--- src/rtl/ifetch_unit.sv ---
`default_nettype none
// ============================================================================
// Module   : ifetch_unit
// Brief    : Instruction fetch stage: owns the PC, absorbs the one-cycle ROM
//            latency and feeds decode via a 2-entry valid/ready buffer with
//            redirect flush. Optional macro IF_PERF_CNT_EN adds fetch/flush
//            counters.
// Revision : 1.0 - initial release
// ============================================================================
module ifetch_unit #(
    parameter int ADDR_W   = 5,
    parameter int DATA_W   = 32,
    parameter int RESET_PC = 0
) (
    input  logic              clk,
    input  logic              rst_n,
    output logic [ADDR_W-1:0] imem_addr,
    input  logic [DATA_W-1:0] imem_data,
    input  logic              redirect_valid,
    input  logic [ADDR_W-1:0] redirect_pc,
    output logic              inst_valid,
    input  logic              inst_ready,
    output logic [DATA_W-1:0] inst,
    output logic [ADDR_W-1:0] inst_pc,
    output logic [ADDR_W-1:0] inst_pc_plus1
`ifdef IF_PERF_CNT_EN
    ,
    output logic [31:0]       fetch_cnt,
    output logic [15:0]       flush_cnt
`endif
);

    localparam logic [ADDR_W-1:0] c_reset_pc = ADDR_W'(RESET_PC);

    logic [ADDR_W-1:0] r_fpc;
    logic [ADDR_W-1:0] r_req_pc;
    logic              r_inflight;
    logic [ADDR_W-1:0] r_buf_pc   [2];
    logic [DATA_W-1:0] r_buf_inst [2];
    logic              r_wptr;
    logic              r_rptr;
    logic [1:0]        r_count;

    logic              w_pop;
    logic              w_push;
    logic              w_issue;
    logic [2:0]        w_occ;
    logic              w_head;

    assign w_pop   = inst_valid & inst_ready;
    assign w_push  = r_inflight & ~redirect_valid;
    // Slots still committed after this edge; a new read may only be issued
    // if its data is guaranteed a free entry when it lands.
    assign w_occ   = {1'b0, r_count} + {2'b00, r_inflight} - {2'b00, w_pop};
    assign w_issue = ~redirect_valid & (w_occ < 3'd2);

    always_ff @(posedge clk) begin
        if (!rst_n) begin
            r_fpc      <= c_reset_pc;
            r_req_pc   <= c_reset_pc;
            r_inflight <= 1'b0;
            r_count    <= 2'd0;
            r_wptr     <= 1'b0;
            r_rptr     <= 1'b0;
            for (int i = 0; i < 2; i++) begin
                r_buf_pc[i]   <= '0;
                r_buf_inst[i] <= '0;
            end
        end else if (redirect_valid) begin
            r_fpc      <= redirect_pc;
            r_inflight <= 1'b0;
            r_count    <= 2'd0;
            r_wptr     <= r_rptr;
        end else begin
            if (w_issue) begin
                r_fpc      <= r_fpc + ADDR_W'(1);
                r_req_pc   <= r_fpc;
                r_inflight <= 1'b1;
            end else begin
                r_inflight <= 1'b0;
            end
            if (w_push) begin
                r_buf_pc[r_wptr]   <= r_req_pc;
                r_buf_inst[r_wptr] <= imem_data;
                r_wptr             <= ~r_wptr;
            end
            if (w_pop) begin
                r_rptr <= ~r_rptr;
            end
            r_count <= r_count + 2'(w_push) - 2'(w_pop);
        end
    end

    // When empty, point at the entry popped last so the outputs hold.
    assign w_head        = (r_count == 2'd0) ? ~r_rptr : r_rptr;
    assign imem_addr     = r_fpc;
    assign inst_valid    = (r_count != 2'd0);
    assign inst          = r_buf_inst[w_head];
    assign inst_pc       = r_buf_pc[w_head];
    assign inst_pc_plus1 = inst_pc + ADDR_W'(1);

`ifdef IF_PERF_CNT_EN
    logic [31:0] r_fetch_cnt;
    logic [15:0] r_flush_cnt;

    always_ff @(posedge clk) begin
        if (!rst_n) begin
            r_fetch_cnt <= 32'd0;
            r_flush_cnt <= 16'd0;
        end else if (redirect_valid) begin
            r_flush_cnt <= r_flush_cnt + 16'd1;
        end else if (w_pop) begin
            r_fetch_cnt <= r_fetch_cnt + 32'd1;
        end
    end

    assign fetch_cnt = r_fetch_cnt;
    assign flush_cnt = r_flush_cnt;
`endif

endmodule
`default_nettype wire
--- config.mk ---
export PLATFORM = sky130hd
export DESIGN_NAME = ifetch_unit
export DESIGN_NICKNAME = d
export VERILOG_FILES = /design/src/rtl/ifetch_unit.sv
export SDC_FILE = /design/constraint.sdc
export NUM_CORES = 1
export LEC_CHECK = 0
export CAP_MARGIN = 20
export CORE_MARGIN = 2
export CORE_UTILIZATION = 42
export DETAILED_ROUTE_END_ITERATION = 16
export DONT_BUFFER_PORTS = 1
export PLACE_DENSITY = 0.66
export SETUP_SLACK_MARGIN = 0.05
export SYNTH_ARGS = -nofsm -noshare
export SYNTH_HDL_FRONTEND = slang
export SYNTH_SLANG_ARGS = --single-unit
--- constraint.sdc ---
create_clock -name clk -period 6.6 [get_ports clk]
set_input_delay 0.33 -clock clk [delete_from_list [all_inputs] [get_ports clk]]
set_output_delay 0.33 -clock clk [all_outputs]
set_load 0.05 [all_outputs]
==> results of run 1 <==
==> kinds of logic after synthesis <==
group / after synthesis
compound gates: 25
xor+xnor: 13
fa+ha+maj: 4
buf+inv: 18
flops: 89
mux: 39
simple gates: 114
==> metrics by stage <==
step                      total power (uW)  cell area, um^2
after floorplan                      788.6             4070
after global placement               804.1             4212
after detailed placement             805.9             4212
after CTS                             1208             4431
after global routing                  1236             4431
final                                 1193             4431
==> power by group through the flow <==
stage | Combinational [uW] | Sequential, uW | Clock, uW
after floorplan | 123 | 665 | 0
after global placement | 137 | 667 | 0
after detailed placement | 138 | 668 | 0
after CTS | 138 | 655 | 415
after global routing | 143 | 658 | 434
final | 136 | 655 | 403
==> cells in the mapped netlist (2+ instances only) <==
cell type	instances
and2_1	75
nand3_1	8
or3_2	2
nor2_1	6
nand2b_1	2
buf_4	2
mux2_2	35
inv_1	3
o21ai_0	14
a21oi_1	6
xnor2_1	7
nand2_1	11
dfxtp_1	15
buf_2	2
ha_1	3
clkbuf_1	8
mux2i_1	3
and3_1	3
xor2_1	5
nand4_1	4
buf_6	3
edfxtp_1	74
==> registers in the layout, indices dropped and copies added (netlist names) <==
signal      count
imem_addr       5
r_buf_inst     64
r_buf_pc       10
r_count         2
r_inflight      1
r_req_pc        5
r_rptr          1
r_wptr          1
==> per-layer routing <==
layer | routed length [um] | vias to the layer above | global-route usage (%)
met5 | 0 | - | 0
met4 | 117 | 0 | 6.462
met3 | 578 | 10 | 4.036
met2 | 3448 | 69 | 23.33
met1 | 3190 | 1046 | 17.23
li1 | - | 1071 | -
==> worst paths after layout <==
path	start	to	slack [ns]	depth (start not counted)
worst max-delay path	r_count[1]$_SDFF_PP0_	inst_pc_plus1[4]	2.62	8
worst min-delay path	rst_n	r_wptr$_SDFFE_PN0P_	0.11	1
worst max register to register	r_count[1]$_SDFF_PP0_	r_req_pc[4]$_SDFFE_PN0P_	4.36	8
worst min register to register	r_req_pc[3]$_SDFFE_PN0P_	r_req_pc[3]$_SDFFE_PN0P_	0.47	2
==> cell type report <==
| class | count | area [um^2] |
|---|---|---|
| sequential | 89 | 2522 |
| timing repair buffer | 7 | 52.55 |
| tap | 129 | 161.4 |
| fill | 858 | 4897 |
| clock buffer | 9 | 123.9 |
| inverter | 3 | 11.26 |
| multi-input combinational | 195 | 1464 |
| clock inverter | 7 | 95.09 |
==> results.ini, run 1 <==
[run_status]
run_status = completed

[clocking]
ctsHoldBuffers = 0
cts_post_setup_buffers_inserted = 0
clk_transition_reported_paths_ns = 0.08
clock_sinks = 89
cts_inserted_buffers = 9
clockRootBuffer = clkbuf_8
clk_latency_ns = 0.34
post_cts_resized = 0
h-tree-depth = 3
cts_tree = yes
clock_path_buffers = 2

[floorplanning]
dieArea_um2 = 10490
design.portCount = 89
core_um2 = 9328
die_w_um = 102.4
rows = 35
initial_core_util_pct = 43.64
chipHeight_um = 102.4

[global_routing]
grt_first_pass_wirelength_um = 10980
overflow = 0
grt_max_degree = 43
antenna_found_initial = 0
grt_pass1_vias = 2109
grt_util_all_layers_pct = 14.15

[synth]
synth-main-ff-cell = edfxtp_1
syn_nets = 347
synth_xor_area_share_pct = 3.259
synth_top_area_share_pct = 54.60
synthMuxAreaShare_pct = 10.79
syn_avg_cell_area_um2 = 13.48
synth_adder_area_share_pct = 1.414
synth-simple-area-share_pct = 16.54
ys_seq_area_share_pct = 61.97
yosysWarningCount = 0
ys_types = 33
synth_compound_area_share_pct = 3.566
synth_top_family_by_area = simple AND/OR/NAND/NOR gates
synth_area_leaders = edfxtp_1 (55%), and2_1 (12%), mux2_2 (9.7%), dfxtp_1 (7.4%), o21ai_0 (1.7%)
syn_inst = 302
synth_edf_count = 74
synth_top_area_cell = edfxtp_1
netlist_area_um2 = 4070
async_flop_share_pct = 0
ys_ff_latch = 89

[setup_path]
max_stage_delay_ns = 0.77
cpLargestDelayFamily = compound AO/OA/AOI/OAI gates
cp_cell_sequence = or2_4, xor2_4, buf_4, mux2_2, ha_1, nand4_1, mux2i_1, a211oi_2
path_max_fanout = 42
crit_path_end_kind = primary output
critPathLaunchType = flip-flop
cp.buffers_inverters = 1
critPathSlowestCell = a211oi_2
crit_type = reg2out
critPathRequiredTime_ns = 6.27
cp.arrival_ns = 3.65

[cells_and_area]
final_cell_mix = and2_1 (75), edfxtp_1 (74), mux2_2 (35), dfxtp_1 (15), o21ai_0 (13)
num_antenna_cells = 0
fin_util_pct = 47.50
final_common_cell = and2_1
layout.nets = 350
final_layout_size_suffix_gt1_share_pct = 21.94
area_growth_pct = 8.853
stdcell_count = 439

[timing]
report.final.slew_viol_count = 0
worst_pin_slew_ns = 1.062
clock_skew_ns = 0.005187
setup_violations = 0
worst_slack_ns = 2.621
rsz0062_at_grt = no
maxSlewHeadroom_pct = 29.39
tns_ns = 0
min_period_ns = 3.979
hold_ws_ns = 0.1051
max_clock_freq_ghz = 0.2513
hold_violations = 0
min_period_over_period_pct = 60.29

[detailed_routing]
detail-route-antenna-nets = 0
detailedRoute.firstPassIterationCount = 4
num_vias = 2196
via_per_inst = 5.002
totalWireLength_um = 7335
drt-initial-drc-count = 56
routedWlPerCell_um = 16.71
drc = 0

[run]
cap_viol_max_count = 0

[pwr]
swShare_pct = 26.28
internal_power_uw = 879.7
total_leakage_power_uw = 0.001641
p_clk_share_pct = 33.7
vdd_drop_max_uv = 119.1
power.combinational.fraction_pct = 11.4
p_seq_share_pct = 54.9
p_switching_uw = 313.6
power.density_nw_per_um2 = 269.3

[place]
placed_cells = 423
place_ws_ns = 2.943
portBuffers = 0
dp_hpwl_um = 4700
place_congestion = 0.7975

[min_path]
min_path_type = in2reg

No activity file was read; power rests on OpenSTA's default activity.
==> run 2, diff against run 1 <==
==> constraint.sdc (replaced) <==
create_clock -name clk -period 3.75 [get_ports clk]
set_input_delay 0.1875 -clock clk [delete_from_list [all_inputs] [get_ports clk]]
set_output_delay 0.1875 -clock clk [all_outputs]
set_load 0.05 [all_outputs]
==> results.ini, run 2 (synthesis gave the netlist of run 1 again) <==
[run_status]
run_status = completed  ; unchanged

[global_routing]
antenna_found_initial = 0  ; unchanged
grt_util_all_layers_pct = 14.15  ; about the same
grt_first_pass_wirelength_um = 10890  ; was 10,980 um
grt_pass1_vias = 2168  ; was 2,109
grt_max_degree = 38  ; was 43
overflow = 0  ; unchanged

[pwr]
swShare_pct = 27.24  ; was 26.28%
vdd_drop_max_uv = 214.7  ; was 119.1 uV
power.combinational.fraction_pct = 12.3  ; was 11.4%
internal_power_uw = 1490  ; was 879.7 uW
p_seq_share_pct = 56.3  ; was 54.9%
total_leakage_power_uw = 0.001663  ; was 0.001641 uW
p_switching_uw = 557.6  ; was 313.6 uW
power.density_nw_per_um2 = 457.9  ; was 269.3 nW/um^2
p_clk_share_pct = 31.4  ; was 33.7%

[min_path]
min-delay-start = redirect_valid  ; was rst_n
min_to = imem_addr[0]$_SDFFE_PN0P_  ; was r_wptr$_SDFFE_PN0P_
min_path_cells = 2  ; was 1
min_path_type = in2reg  ; unchanged

[setup_path]
timing.rr.start = r_count[1]$_SDFF_PP0_  ; unchanged
r2r_slack_ns = 1.52  ; was 4.36 ns
r2r_end = r_req_pc[0]$_SDFFE_PN0P_  ; was r_req_pc[4]$_SDFFE_PN0P_
critPathRequiredTime_ns = 3.56  ; was 6.27 ns
path_max_fanout = 16  ; was 42
crit_path_end_kind = primary output  ; unchanged
crit_type = reg2out  ; unchanged
cp.arrival_ns = 2.99  ; was 3.65 ns
critPathLaunchType = flip-flop  ; unchanged
worstRegToRegCells = 8  ; unchanged

[clocking]
clockRootBuffer = clkbuf_8  ; unchanged
cts_tree = yes  ; unchanged
clock_sinks = 89  ; unchanged
cts_inserted_buffers = 9  ; unchanged
cts_post_setup_buffers_inserted = 0  ; unchanged
post_cts_resized = 0  ; unchanged
clk_transition_reported_paths_ns = 0.08  ; about the same
h-tree-depth = 3  ; unchanged
clock_path_buffers = 2  ; unchanged
clk_latency_ns = 0.35  ; was 0.34 ns

[timing]
clock_skew_ns = 0.007406  ; was 0.005187 ns
min_period_over_period_pct = 84.76
worst_slack_ns = 0.5716  ; was 2.621 ns
worst_pin_slew_ns = 0.9935  ; was 1.062 ns
maxSlewHeadroom_pct = 33.76  ; was 29.39%
rsz0062_at_grt = no  ; unchanged
tns_ns = 0  ; unchanged
hold_violations = 0  ; unchanged
report.final.slew_viol_count = 0  ; unchanged
min_period_ns = 3.178
setup_violations = 0  ; unchanged
max_clock_freq_ghz = 0.3146

[cells_and_area]
area_growth_pct = 9.837  ; was 8.853%
layout.nets = 356  ; was 350
num_antenna_cells = 0  ; unchanged
top_register = r_buf_inst  ; unchanged
final_layout_size_suffix_gt1_share_pct = 22.78  ; was 21.94%
fill_cells = 867  ; was 858
final_common_cell = and2_1  ; unchanged
final_cell_mix = and2_1 (75), edfxtp_1 (74), mux2_2 (35), dfxtp_1 (15), o21ai_0 (13)  ; unchanged
reg_top3 = r_buf_inst x64, r_buf_pc x10  ; unchanged
largest_reg_flops = 64  ; unchanged

[floorplanning]
dieArea_um2 = 10490  ; unchanged
die_w_um = 102.4  ; unchanged
initial_core_util_pct = 43.64  ; unchanged
rows = 35  ; unchanged
chipHeight_um = 102.4  ; unchanged
core_um2 = 9328  ; unchanged
design.portCount = 89  ; unchanged

[place]
portBuffers = 0  ; unchanged
place_congestion = 0.8063  ; was 0.7975
place_ws_ns = 0.9339  ; was 2.943 ns
dp_hpwl_um = 4824  ; was 4700 um

[detailed_routing]
totalWireLength_um = 7376  ; was 7335 um
num_vias = 2241  ; was 2,196
detailedRoute.firstPassIterationCount = 4  ; unchanged
drt-initial-drc-count = 29  ; was 56
routedWlPerCell_um = 16.58  ; was 16.71 um
detail-route-antenna-nets = 0  ; unchanged
via_per_inst = 5.036  ; was 5.002
drc = 0  ; unchanged

[run]
cap_viol_max_count = 0  ; unchanged

==> run 2: layout make-up <==
type | instances | area, um^2 | share of cell area (%)
tap | 129 | 161.4 | 3.610
timing repair buffer | 13 | 115.1 | 2.575
clock buffer | 9 | 123.9 | 2.771
sequential | 89 | 2522 | 56.42
inverter | 3 | 11.26 | 0.2519
multi-input combinational | 195 | 1468 | 32.83
clock inverter | 7 | 68.82 | 1.539
==> run 2: metrics by stage <==
step / power (uW) / instance area (um^2) / instances / utilization (%) / hold WS (ns)
final: 2047 / 4471 / 445 / 47.93 / 0.02722
after global placement: 1424 / 4258 / 427 / 45.65 / 0.3131
after detailed placement: 1427 / 4258 / 427 / 45.65 / 0.3254
after floorplan: 1389 / 4074 / 302 / - / 0.3435
after global routing: 2125 / 4471 / 445 / 47.93 / 0.004350
after CTS: 2072 / 4471 / 445 / 47.93 / 0.009147
==> run 2: how the worst max path moves through the flow <==
| stage | startpoint | endpoint | slack, ns | cells after the start |
|---|---|---|---|---|
| finish | r_count[1]$_SDFF_PP0_ | inst_pc_plus1[4] | 0.57 | 7 |
| global route | r_count[1]$_SDFF_PP0_ | inst_pc_plus1[4] | 0.41 | 7 |
| CTS | r_count[1]$_SDFF_PP0_ | inst_pc_plus1[4] | 0.53 | 7 |
| detailed placement | r_count[1]$_SDFF_PP0_ | inst_pc_plus1[4] | 0.93 | 7 |
| global placement | r_count[1]$_SDFF_PP0_ | inst_pc_plus1[4] | 1.03 | 7 |
| floorplan | r_inflight$_SDFF_PP0_ | r_buf_inst[0][0]$_SDFFCE_PN0P_ | 0.05 | 3 |
==> run 2: what timing repair did <==
action	CTS	global route
hold buffers	2	0
hold endpoints to repair	15	0
endpoints found under the setup margin	0	0
==> run 2: worst max-delay path: stages, from the launching register on <==
cell	delay [ns]
dfxtp_1	0.48
or2_4	0.33
xor2_4	0.52
mux2_2	0.42
ha_1	0.25
a311oi_1	0.33
a211oi_2	0.08
buf_4	0.22
==> run 2: per-layer routing <==
metal,vias to the layer above,track usage (%),routed length (um)
li1,1088,-,-
met1,1080,15.72,2981
met2,65,24.23,3645
met3,8,5.677,636
met4,0,5.641,112
met5,-,0,0
==> run 2: power groups by stage <==
| stage | clock (uW) | combinational, uW | sequential [uW] |
|---|---|---|---|
| after floorplan | 0 | 217 | 1170 |
| after global placement | 0 | 250 | 1170 |
| after detailed placement | 0 | 251 | 1180 |
| after CTS | 663 | 256 | 1150 |
| after global routing | 698 | 267 | 1160 |
| final | 642 | 252 | 1150 |
